File: config.mk
export PLATFORM = sky130hd
export DESIGN_NAME = sprite_renderer_multi
export DESIGN_NICKNAME = d
export VERILOG_FILES = /design/src/rtl/sprite_renderer_multi.sv
export SDC_FILE = /design/constraint.sdc
export NUM_CORES = 1
export LEC_CHECK = 0
export ABC_AREA = 1
export ABC_CLOCK_PERIOD_IN_PS = 4400
export BUFFER_PORTS_ARGS = -buffer_cell sky130_fd_sc_hd__buf_2
export CAP_MARGIN = 5
export CORE_UTILIZATION = 54
export DETAILED_ROUTE_END_ITERATION = 12
export PLACE_DENSITY = 0.78
export SLEW_MARGIN = 20
export SYNTH_ARGS = -nofsm -noshare
export SYNTH_HDL_FRONTEND = slang
export SYNTH_SLANG_ARGS = --single-unit
File: constraint.sdc
create_clock -name i_Clk -period 4.4 [get_ports i_Clk]
set_input_delay 0.66 -clock i_Clk [delete_from_list [all_inputs] [get_ports i_Clk]]
set_output_delay 0.66 -clock i_Clk [all_outputs]
set_load 0.02 [all_outputs]
File: src/rtl/sprite_renderer_multi.sv
// VGA scan-out with NUM_SPRITES prioritised square sprites over a flat background.
// Three-stage pipeline: hit/ROM address, ROM data return, colour/sync output.
module sprite_renderer_multi #(
  parameter int          NUM_SPRITES    = 5,
  parameter int          TILE_LOG2      = 5,
  parameter int          IMG_W          = 2,
  parameter int          H_VISIBLE_AREA = 640,
  parameter int          H_FRONT_PORCH  = 16,
  parameter int          H_SYNC_PULSE   = 96,
  parameter int          H_TOTAL        = 800,
  parameter int          V_VISIBLE_AREA = 480,
  parameter int          V_FRONT_PORCH  = 10,
  parameter int          V_SYNC_PULSE   = 2,
  parameter int          V_TOTAL        = 525,
  parameter logic [8:0]  BG_COLOR       = 9'h000,
  parameter logic [8:0]  TRANSP_KEY     = 9'h1C7
) (
  input  logic                             i_Clk,
  input  logic                             i_Rst_L,
  input  logic [NUM_SPRITES*10-1:0]        i_Sprite_X,
  input  logic [NUM_SPRITES*9-1:0]         i_Sprite_Y,
  input  logic [NUM_SPRITES*IMG_W-1:0]     i_Sprite_Img,
  input  logic [NUM_SPRITES-1:0]           i_Sprite_En,
  output logic [IMG_W+2*TILE_LOG2-1:0]     o_Rom_Addr,
  output logic                             o_Rom_Rd_En,
  input  logic [8:0]                       i_Rom_Data,
  output logic                             o_Frame_Start,
  output logic                             o_VGA_HSync,
  output logic                             o_VGA_VSync,
  output logic [2:0]                       o_VGA_Red,
  output logic [2:0]                       o_VGA_Grn,
  output logic [2:0]                       o_VGA_Blu
);

  localparam int          AW   = IMG_W + 2*TILE_LOG2;
  localparam logic [10:0] TILE = 11'(1 << TILE_LOG2);

  logic [9:0]             r_h_cnt, r_v_cnt;
  logic [9:0]             r_sh_x   [NUM_SPRITES];
  logic [8:0]             r_sh_y   [NUM_SPRITES];
  logic [IMG_W-1:0]       r_sh_img [NUM_SPRITES];
  logic [NUM_SPRITES-1:0] r_sh_en;

  logic                   r_hit1, r_hit2, r_vis1, r_vis2;
  logic [1:0]             r_hs_d, r_vs_d;
  logic [8:0]             r_color;

  logic                   w_load, w_vis, w_hs, w_vs, w_hit_any;
  logic [AW-1:0]          w_addr;

  assign w_load = (r_h_cnt == '0) && (r_v_cnt == 10'(V_VISIBLE_AREA));
  assign w_vis  = (r_h_cnt < 10'(H_VISIBLE_AREA)) && (r_v_cnt < 10'(V_VISIBLE_AREA));
  assign w_hs   = !((r_h_cnt >= 10'(H_VISIBLE_AREA + H_FRONT_PORCH)) &&
                    (r_h_cnt <  10'(H_VISIBLE_AREA + H_FRONT_PORCH + H_SYNC_PULSE)));
  assign w_vs   = !((r_v_cnt >= 10'(V_VISIBLE_AREA + V_FRONT_PORCH)) &&
                    (r_v_cnt <  10'(V_VISIBLE_AREA + V_FRONT_PORCH + V_SYNC_PULSE)));

  always_ff @(posedge i_Clk) begin
    if (!i_Rst_L) begin
      r_h_cnt <= '0;
      r_v_cnt <= '0;
    end else if (r_h_cnt == 10'(H_TOTAL - 1)) begin
      r_h_cnt <= '0;
      r_v_cnt <= (r_v_cnt == 10'(V_TOTAL - 1)) ? '0 : r_v_cnt + 10'd1;
    end else begin
      r_h_cnt <= r_h_cnt + 10'd1;
    end
  end

  // 11-bit compares so a sprite near the right/bottom edge clips instead of wrapping;
  // tile-local offsets only need the low TILE_LOG2 bits of the modular difference.
  always_comb begin
    logic hit;
    w_hit_any = 1'b0;
    w_addr    = '0;
    for (int unsigned k = 0; k < NUM_SPRITES; k++) begin
      hit = r_sh_en[k] &&
            ({1'b0, r_h_cnt} >= {1'b0, r_sh_x[k]}) &&
            ({1'b0, r_h_cnt} <  ({1'b0, r_sh_x[k]} + TILE)) &&
            ({1'b0, r_v_cnt} >= {2'b0, r_sh_y[k]}) &&
            ({1'b0, r_v_cnt} <  ({2'b0, r_sh_y[k]} + TILE));
      if (hit && !w_hit_any) begin
        w_hit_any = 1'b1;
        w_addr    = {r_sh_img[k],
                     r_v_cnt[TILE_LOG2-1:0] - r_sh_y[k][TILE_LOG2-1:0],
                     r_h_cnt[TILE_LOG2-1:0] - r_sh_x[k][TILE_LOG2-1:0]};
      end
    end
  end

  always_ff @(posedge i_Clk) begin
    if (!i_Rst_L) begin
      for (int unsigned k = 0; k < NUM_SPRITES; k++) begin
        r_sh_x[k]   <= '0;
        r_sh_y[k]   <= '0;
        r_sh_img[k] <= '0;
      end
      r_sh_en       <= '0;
      o_Frame_Start <= 1'b0;
      o_Rom_Rd_En   <= 1'b0;
      o_Rom_Addr    <= '0;
      r_hit1        <= 1'b0;
      r_hit2        <= 1'b0;
      r_vis1        <= 1'b0;
      r_vis2        <= 1'b0;
      r_hs_d        <= '1;
      r_vs_d        <= '1;
      o_VGA_HSync   <= 1'b1;
      o_VGA_VSync   <= 1'b1;
      r_color       <= '0;
    end else begin
      o_Frame_Start <= w_load;
      if (w_load) begin
        for (int unsigned k = 0; k < NUM_SPRITES; k++) begin
          r_sh_x[k]   <= i_Sprite_X[10*k +: 10];
          r_sh_y[k]   <= i_Sprite_Y[9*k +: 9];
          r_sh_img[k] <= i_Sprite_Img[IMG_W*k +: IMG_W];
        end
        r_sh_en <= i_Sprite_En;
      end

      o_Rom_Rd_En <= w_hit_any && w_vis;
      if (w_hit_any && w_vis)
        o_Rom_Addr <= w_addr;

      r_hit1 <= w_hit_any;
      r_vis1 <= w_vis;
      r_hit2 <= r_hit1;
      r_vis2 <= r_vis1;

      r_hs_d      <= {r_hs_d[0], w_hs};
      r_vs_d      <= {r_vs_d[0], w_vs};
      o_VGA_HSync <= r_hs_d[1];
      o_VGA_VSync <= r_vs_d[1];

      if (!r_vis2)
        r_color <= '0;
      else if (!r_hit2 || (i_Rom_Data == TRANSP_KEY))
        r_color <= BG_COLOR;
      else
        r_color <= i_Rom_Data;
    end
  end

  assign o_VGA_Red = r_color[8:6];
  assign o_VGA_Grn = r_color[5:3];
  assign o_VGA_Blu = r_color[2:0];

endmodule

==> results.toml, run 1 <==
[sta]
hold_viol_final = 0
max_freq_ghz = 0.3253
finalMaxSlewViolations = 0
slew_headroom = 0.4092
setup_viol = 0
period_share = 0.6986
period_needed_ns = 3.074
worst_clock_skew_ns = 0.01447
rsz0062_at_grt = "false"
worst_pin_slew_ns = 0.8852
setup_tns_ns = 0
fin_ws_ns = 1.326
whs_ns = 0.4121

[placement]
dp.final_hpwl_mm = 21.62
gp_congestion = 0.9149
post-place-ws_ns = 1.368
place_area_mm2 = 0.01322
port_buffers = 145

[worst_setup_path]
path_class = "reg -> reg"
reg2reg_slack_ns = 1.33
r2r-end = "o_Rom_Addr[0]"
r2r_cells = 15
reg2reg_from = "r_v_cnt[5]"
critPathLaunchType = "register"
end_kind = "register"
crit_fanout = 22
arrival_ns = 3.35
required_ns = 4.68

[global_routing]
antenna_found_initial = 0
grt_pass1_vias = 9946
track_usage = 0.2529
grt_pass1_wl_mm = 46.80
grt_overflow = 0
grt_max_degree = 70

[power_and_ir_drop]
power_density_mw_per_mm2 = 258.9
vdd_drop_max_uv = 221.0
p_comb_frac = 0.108
p_seq_frac = 0.475
switching_power_uw = 928.5
swShare = 0.2599
intPower_uw = 2644
p_clk_frac = 0.417
power.leakage_uw = 0.007216

[hold_path]
hold_path_end = "o_VGA_VSync"
hold_depth = 1
min_path_type = "reg -> reg"
min_from = "r_vs_d[1]"

[clock_network]
clk_pin_slew_worst_paths_ns = 0.07
numCtsBuffers = 17
clock-sinks = 163
cts_tree = "built"
clk_path_buf_depth = 2
ctsHoldBuffers = 0
cts-root-buf = "clkbuf_16"
cts_max_level = 4
clkLatencyLatePin_ns = 0.44
cts_setup_buffers = 0
cts_resized = 0

[synth]
synth_area_leaders = "edfxtp_1, ha_1, inv_1, dfxtp_1, nand2_1"
ys_seq_elements = 163
synth_flop_cell = "edfxtp_1"
syn_nets = 1842
async_flop_share = 0
yosysTopAreaCell = "edfxtp_1"
synth_seq_area_share = 0.3537
synthCells = 1552
yosys-top-cells-count = "inv_1, nand2_1, nor2_1, ha_1, edfxtp_1"
syn-cell-area_mm2 = 0.01220
yosys.cell_types.count = 48
yosysWarnings = 0
syn_area_per_cell_um2 = 7.859
yosys.area.top_type_share = 0.2585
synth-edff-count = 105
synth_most_common_cell = "inv_1"

[status]
status = "finished, violations left"
violations = "DRC"

[drt]
routed_wirelength_mm = 28.65
final_antenna_net_count = 0
firstDrtPassIters = 9
drc = 10
viasPerCell = 5.201
drt_iter0_drc = 871
vias = 10360
wl_per_cell_um = 14.38

[finish]
layout-drive-gt1-share = 0.1320
post-route-util = 0.6284
fillers = 1874
final_cell_area_mm2 = 0.01380
antenna_cells = 0
area_growth_pct = 13.13
fin_nets = 1989

[die]
die_area_mm2 = 0.02319
die_x_um = 152.3
die-height_um = 152.3
core_mm2 = 0.02196
start_util = 0.5554
design.portCount = 146
rows = 54

[job]
maxCapViolations = 0
==> cell usage in the layout, fill, tap and decap left out, types with 12 or more instances in the layout <==
master,n
clkbuf_16,18
inv_1,314
o21ai_0,34
a21oi_1,75
nand3_1,81
nand2_1,245
edfxtp_1,105
buf_2,145
xnor2_1,25
o21a_1,12
dfxtp_1,58
nand4_1,24
nor2_1,244
xor2_1,34
ha_1,159
nor3_1,18
==> area by class of cell <==
type | count | area, um2 | share of cell area
Clock buffer | 19 | 454.2 | 0.03292
Clock inverter | 13 | 122.6 | 0.008887
Inverter | 319 | 1197 | 0.08678
Multi-Input combinational cell | 1049 | 6579 | 0.4768
Sequential cell | 163 | 4314 | 0.3127
Tap cell | 280 | 350.3 | 0.02539
Timing Repair Buffer | 149 | 780.7 | 0.05658
==> critical path, stage by stage (launching register included) <==
cell and delay, ns:
dfxtp_1 0.83, ha_1 0.38, inv_1 0.08, nand2_1 0.06, o21ai_0 0.19, nand2_1 0.07, nand2_1 0.06, nor2_1 0.06
nand4_4 0.21, nand2_4 0.15, nor2_8 0.23, nand3_4 0.12, nand2_4 0.24, nor2_1 0.09, nand2_1 0.07, a21oi_1 0.06
==> stage by stage <==
stage / total power, uW / std cells
6_report: 3572 / 1992
3_3_place_gp: 2101 / 1960
5_1_grt: 3703 / 1992
2_1_floorplan: 1976 / 1552
3_5_place_dp: 2113 / 1960
4_1_cts: 3587 / 1992
==> registers in the layout, summed over array words and instances, names as in the netlist, 2 cells and up <==
name,cells
r_hs_d,2
r_sh_x,50
r_h_cnt,10
r_sh_en,5
r_color,9
r_sh_y,45
r_v_cnt,10
o_Rom_Addr,12
r_vs_d,2
r_sh_img,10
==> how the worst max path moves through the flow <==
stage | to | slack (ns) | start | depth (start not counted)
2_1_floorplan | r_sh_img[0][0] | 0.23 | r_h_cnt[1] | 8
3_3_place_gp | r_sh_x[0][34] | 1.39 | i_Rst_L | 6
3_5_place_dp | r_sh_x[0][44] | 1.37 | i_Rst_L | 6
4_1_cts | r_sh_x[0][44] | 1.37 | r_v_cnt[7] | 7
5_1_grt | o_Rom_Addr[0] | 1.04 | r_h_cnt[5] | 15
6_report | o_Rom_Addr[0] | 1.33 | r_v_cnt[5] | 15
==> layer usage <==
| metal | global-route usage | up-vias | share of wire | routed length (um) |
|---|---|---|---|---|
| li1 | - | 5280 | - | - |
| met1 | 0.3196 | 4660 | 0.44 | 12590 |
| met2 | 0.4262 | 361 | 0.47 | 13360 |
| met3 | 0.04892 | 60 | 0.062 | 1783 |
| met4 | 0.1001 | 0 | 0.032 | 920 |
| met5 | 0 | - | 0 | 0 |
==> cells by family (layout without fill, tap and decap cells) <==
family | after synthesis | after routing | share of synthesized area
AO/OA/AOI/OAI | 148 | 148 | 0.06904
buffers and inverters | 340 | 500 | 0.1075
adder cells (fa/ha/maj) | 169 | 169 | 0.1795
AND/OR/NAND/NOR | 673 | 673 | 0.2478
XOR/XNOR | 59 | 59 | 0.04237
flip-flops | 163 | 163 | 0.3537
==> power by group through the flow <==
stage | clock network (uW) | registers (uW) | logic [uW]
after global routing | 1560 | 1700 | 438
after CTS | 1500 | 1700 | 384
after detailed placement | 0 | 1730 | 380
final | 1490 | 1700 | 386
after global placement | 0 | 1730 | 371
after floorplan | 0 | 1720 | 253
No activity file was read; power rests on OpenSTA's default activity.
==> inputs of run 2 (changes only) <==
--- a/config.mk
+++ b/config.mk
@@ -6,7 +6,7 @@
 export NUM_CORES = 1
 export LEC_CHECK = 0
 export ABC_AREA = 1
-export ABC_CLOCK_PERIOD_IN_PS = 4400
+export ABC_CLOCK_PERIOD_IN_PS = 2600
 export BUFFER_PORTS_ARGS = -buffer_cell sky130_fd_sc_hd__buf_2
 export CAP_MARGIN = 5
 export CORE_UTILIZATION = 54
==> constraint.sdc (replaced) <==
create_clock -name i_Clk -period 2.6 [get_ports i_Clk]
set_input_delay 0.39 -clock i_Clk [delete_from_list [all_inputs] [get_ports i_Clk]]
set_output_delay 0.39 -clock i_Clk [all_outputs]
set_load 0.02 [all_outputs]
==> run 2 against run 1 <==
  * The flow finishes with violations (DRC, setup timing)
  * Worst setup slack got worse by 1.5 ns
  * Hold slack got worse by 0.28 ns
  * Total power rose by 72%
  * Design area rose by 7.9%
  * Cell count rose by 4.6%
  * Sequential power rose by 69%
  * Critical path depth rose by 2
  * Critical endpoint is now o_Rom_Addr[4]
  * Combinational power rose by 91%
  * Die area did not move
  * Maximum frequency rose by 11%
  * Utilization rose by 5.0 points
  * Sequential share of layout area fell by 2.3 points
==> results.toml, run 2 (synthesis gave the netlist of run 1 again) <==
[finish]
top_regs = "r_sh_x (50), r_sh_y (45), o_Rom_Addr (12)"
regMostFlops = "r_sh_x"
final_cell_mix = "inv_1, nand2_1, nor2_1"
antenna_cells = 0
post-route-util = 0.6783
largest_register_ffs = 50
layout-drive-gt1-share = 0.2101
area_growth_pct = 22.12
final_cell_count_no_fill = 2084
layout_commonest_cell = "inv_1"
final_cell_area_mm2 = 0.01489
fin_nets = 2081

[sta]
finalMaxSlewViolations = 0
setup_viol = 13
worst_pin_slew_ns = 0.5557
hold_viol_final = 0
period_needed_ns = 2.766
worst_clock_skew_ns = 0.009944
period_share = 1.064
fin_ws_ns = -0.1661
slew_headroom = 0.6291
max_freq_ghz = 0.3615
whs_ns = 0.1343
rsz0062_at_grt = "true"

[global_routing]
grt_max_degree = 50
track_usage = 0.2763
grt_pass1_wl_mm = 50.93
antenna_found_initial = 0
grt_overflow = 0
grt_pass1_vias = 10860

[clock_network]
cts_max_level = 4
clkLatencyLatePin_ns = 0.44
cts_tree = "built"
cts-root-buf = "clkbuf_16"
clock-sinks = 163
clk_path_buf_depth = 2
numCtsBuffers = 17
clk_pin_slew_worst_paths_ns = 0.07
ctsHoldBuffers = 0

[placement]
place_area_mm2 = 0.01393
dp.final_hpwl_mm = 23.66
port_buffers = 145
gp_congestion = 0.9515
place_inst = 2041
post-place-ws_ns = -0.1854

[worst_setup_path]
end_kind = "register"
arrival_ns = 3.10
critPathLaunchType = "register"
path_class = "reg -> reg"
crit_fanout = 5
required_ns = 2.93

[drt]
routed_wirelength_mm = 31.33
vias = 10970
drc = 10
viasPerCell = 5.265
final_antenna_net_count = 0
drt_iter0_drc = 812
wl_per_cell_um = 15.03
firstDrtPassIters = 9

[hold_path]
min_path_type = "in -> reg"

[die]
die_x_um = 152.3
start_util = 0.5554
die-height_um = 152.3
die_area_mm2 = 0.02319
core_mm2 = 0.02196
rows = 54
design.portCount = 146

[status]
violations = "DRC, setup timing"
status = "finished, violations left"

[job]
maxCapViolations = 0

[power_and_ir_drop]
power_density_mw_per_mm2 = 412.6
vdd_drop_max_uv = 372.5
power.leakage_uw = 0.007717
run 2: cell types whose count changed in the layout (fill, tap and decap cells not counted), sizes merged, moves of 2 or more:
cell,change
buf,+88
nand2,+3
inv,-3
clkinv,+2
run 2: path summary, 6_finish.rpt:
path             startpoint             to  slack [ns]  cells past startpoint
min          i_Sprite_En[4]     r_sh_en[4]        0.13                      3
min reg2reg       r_hs_d[1]    o_VGA_HSync        0.42                      1
max           r_sh_x[0][15]  o_Rom_Addr[4]       -0.17                     17
max reg2reg   r_sh_x[0][15]  o_Rom_Addr[4]       -0.17                     17
run 2: power by group:
group / switching [uW] / internal, uW
registers: 52.9 / 2810
logic: 414 / 324
clock network: 1130 / 1400
total: 1600 / 4540
run 2: cell type report:
| type | instances | area [um2] |
|---|---|---|
| Multi-Input combinational cell | 1053 | 6899 |
| Clock inverter | 12 | 90.09 |
| Fill cell | 1735 | 7064 |
| Tap cell | 280 | 350.3 |
| Inverter | 319 | 1201 |
| Clock buffer | 20 | 500.5 |
| Sequential cell | 163 | 4320 |
| Timing Repair Buffer | 237 | 1533 |
run 2: worst max-delay path, stage by stage, from the launching register on:
cell and delay (ns):
edfxtp_1 0.47, ha_4 0.31, inv_2 0.04, ha_4 0.28, inv_2 0.03, nor2_2 0.08, nand2_1 0.06, nand2_1 0.08
nand4_1 0.15, nand2_4 0.13, nor2_4 0.05, nand4_1 0.14, nand2_4 0.12, nor2_8 0.16, nand3_4 0.19, nand2_4 0.19
a21oi_1 0.08, o21a_1 0.11
run 2: per-stage QoR:
stage               setup TNS (ns)  total power [uW]
floorplan                        0              3338
global placement          -0.08956              3606
detailed placement          -1.308              3633
CTS                        -0.9019              6152
global route                -4.119              6368
finish                      -1.719              6145
run 2: repair_timing:
item	CTS	global route
pin swaps	35	22
buffers inserted	5	2
endpoints found under the setup margin	13	103
cloned	2	2
resized for setup	31	46
run 2: layer usage:
metal / vias to the layer above / GRT usage / routed length [um]
li1: 5463 / - / -
met1: 4987 / 0.3337 / 12900
met2: 420 / 0.4764 / 15080
met3: 103 / 0.05290 / 1990
met4: 0 / 0.1273 / 1363
met5: - / 0 / 0
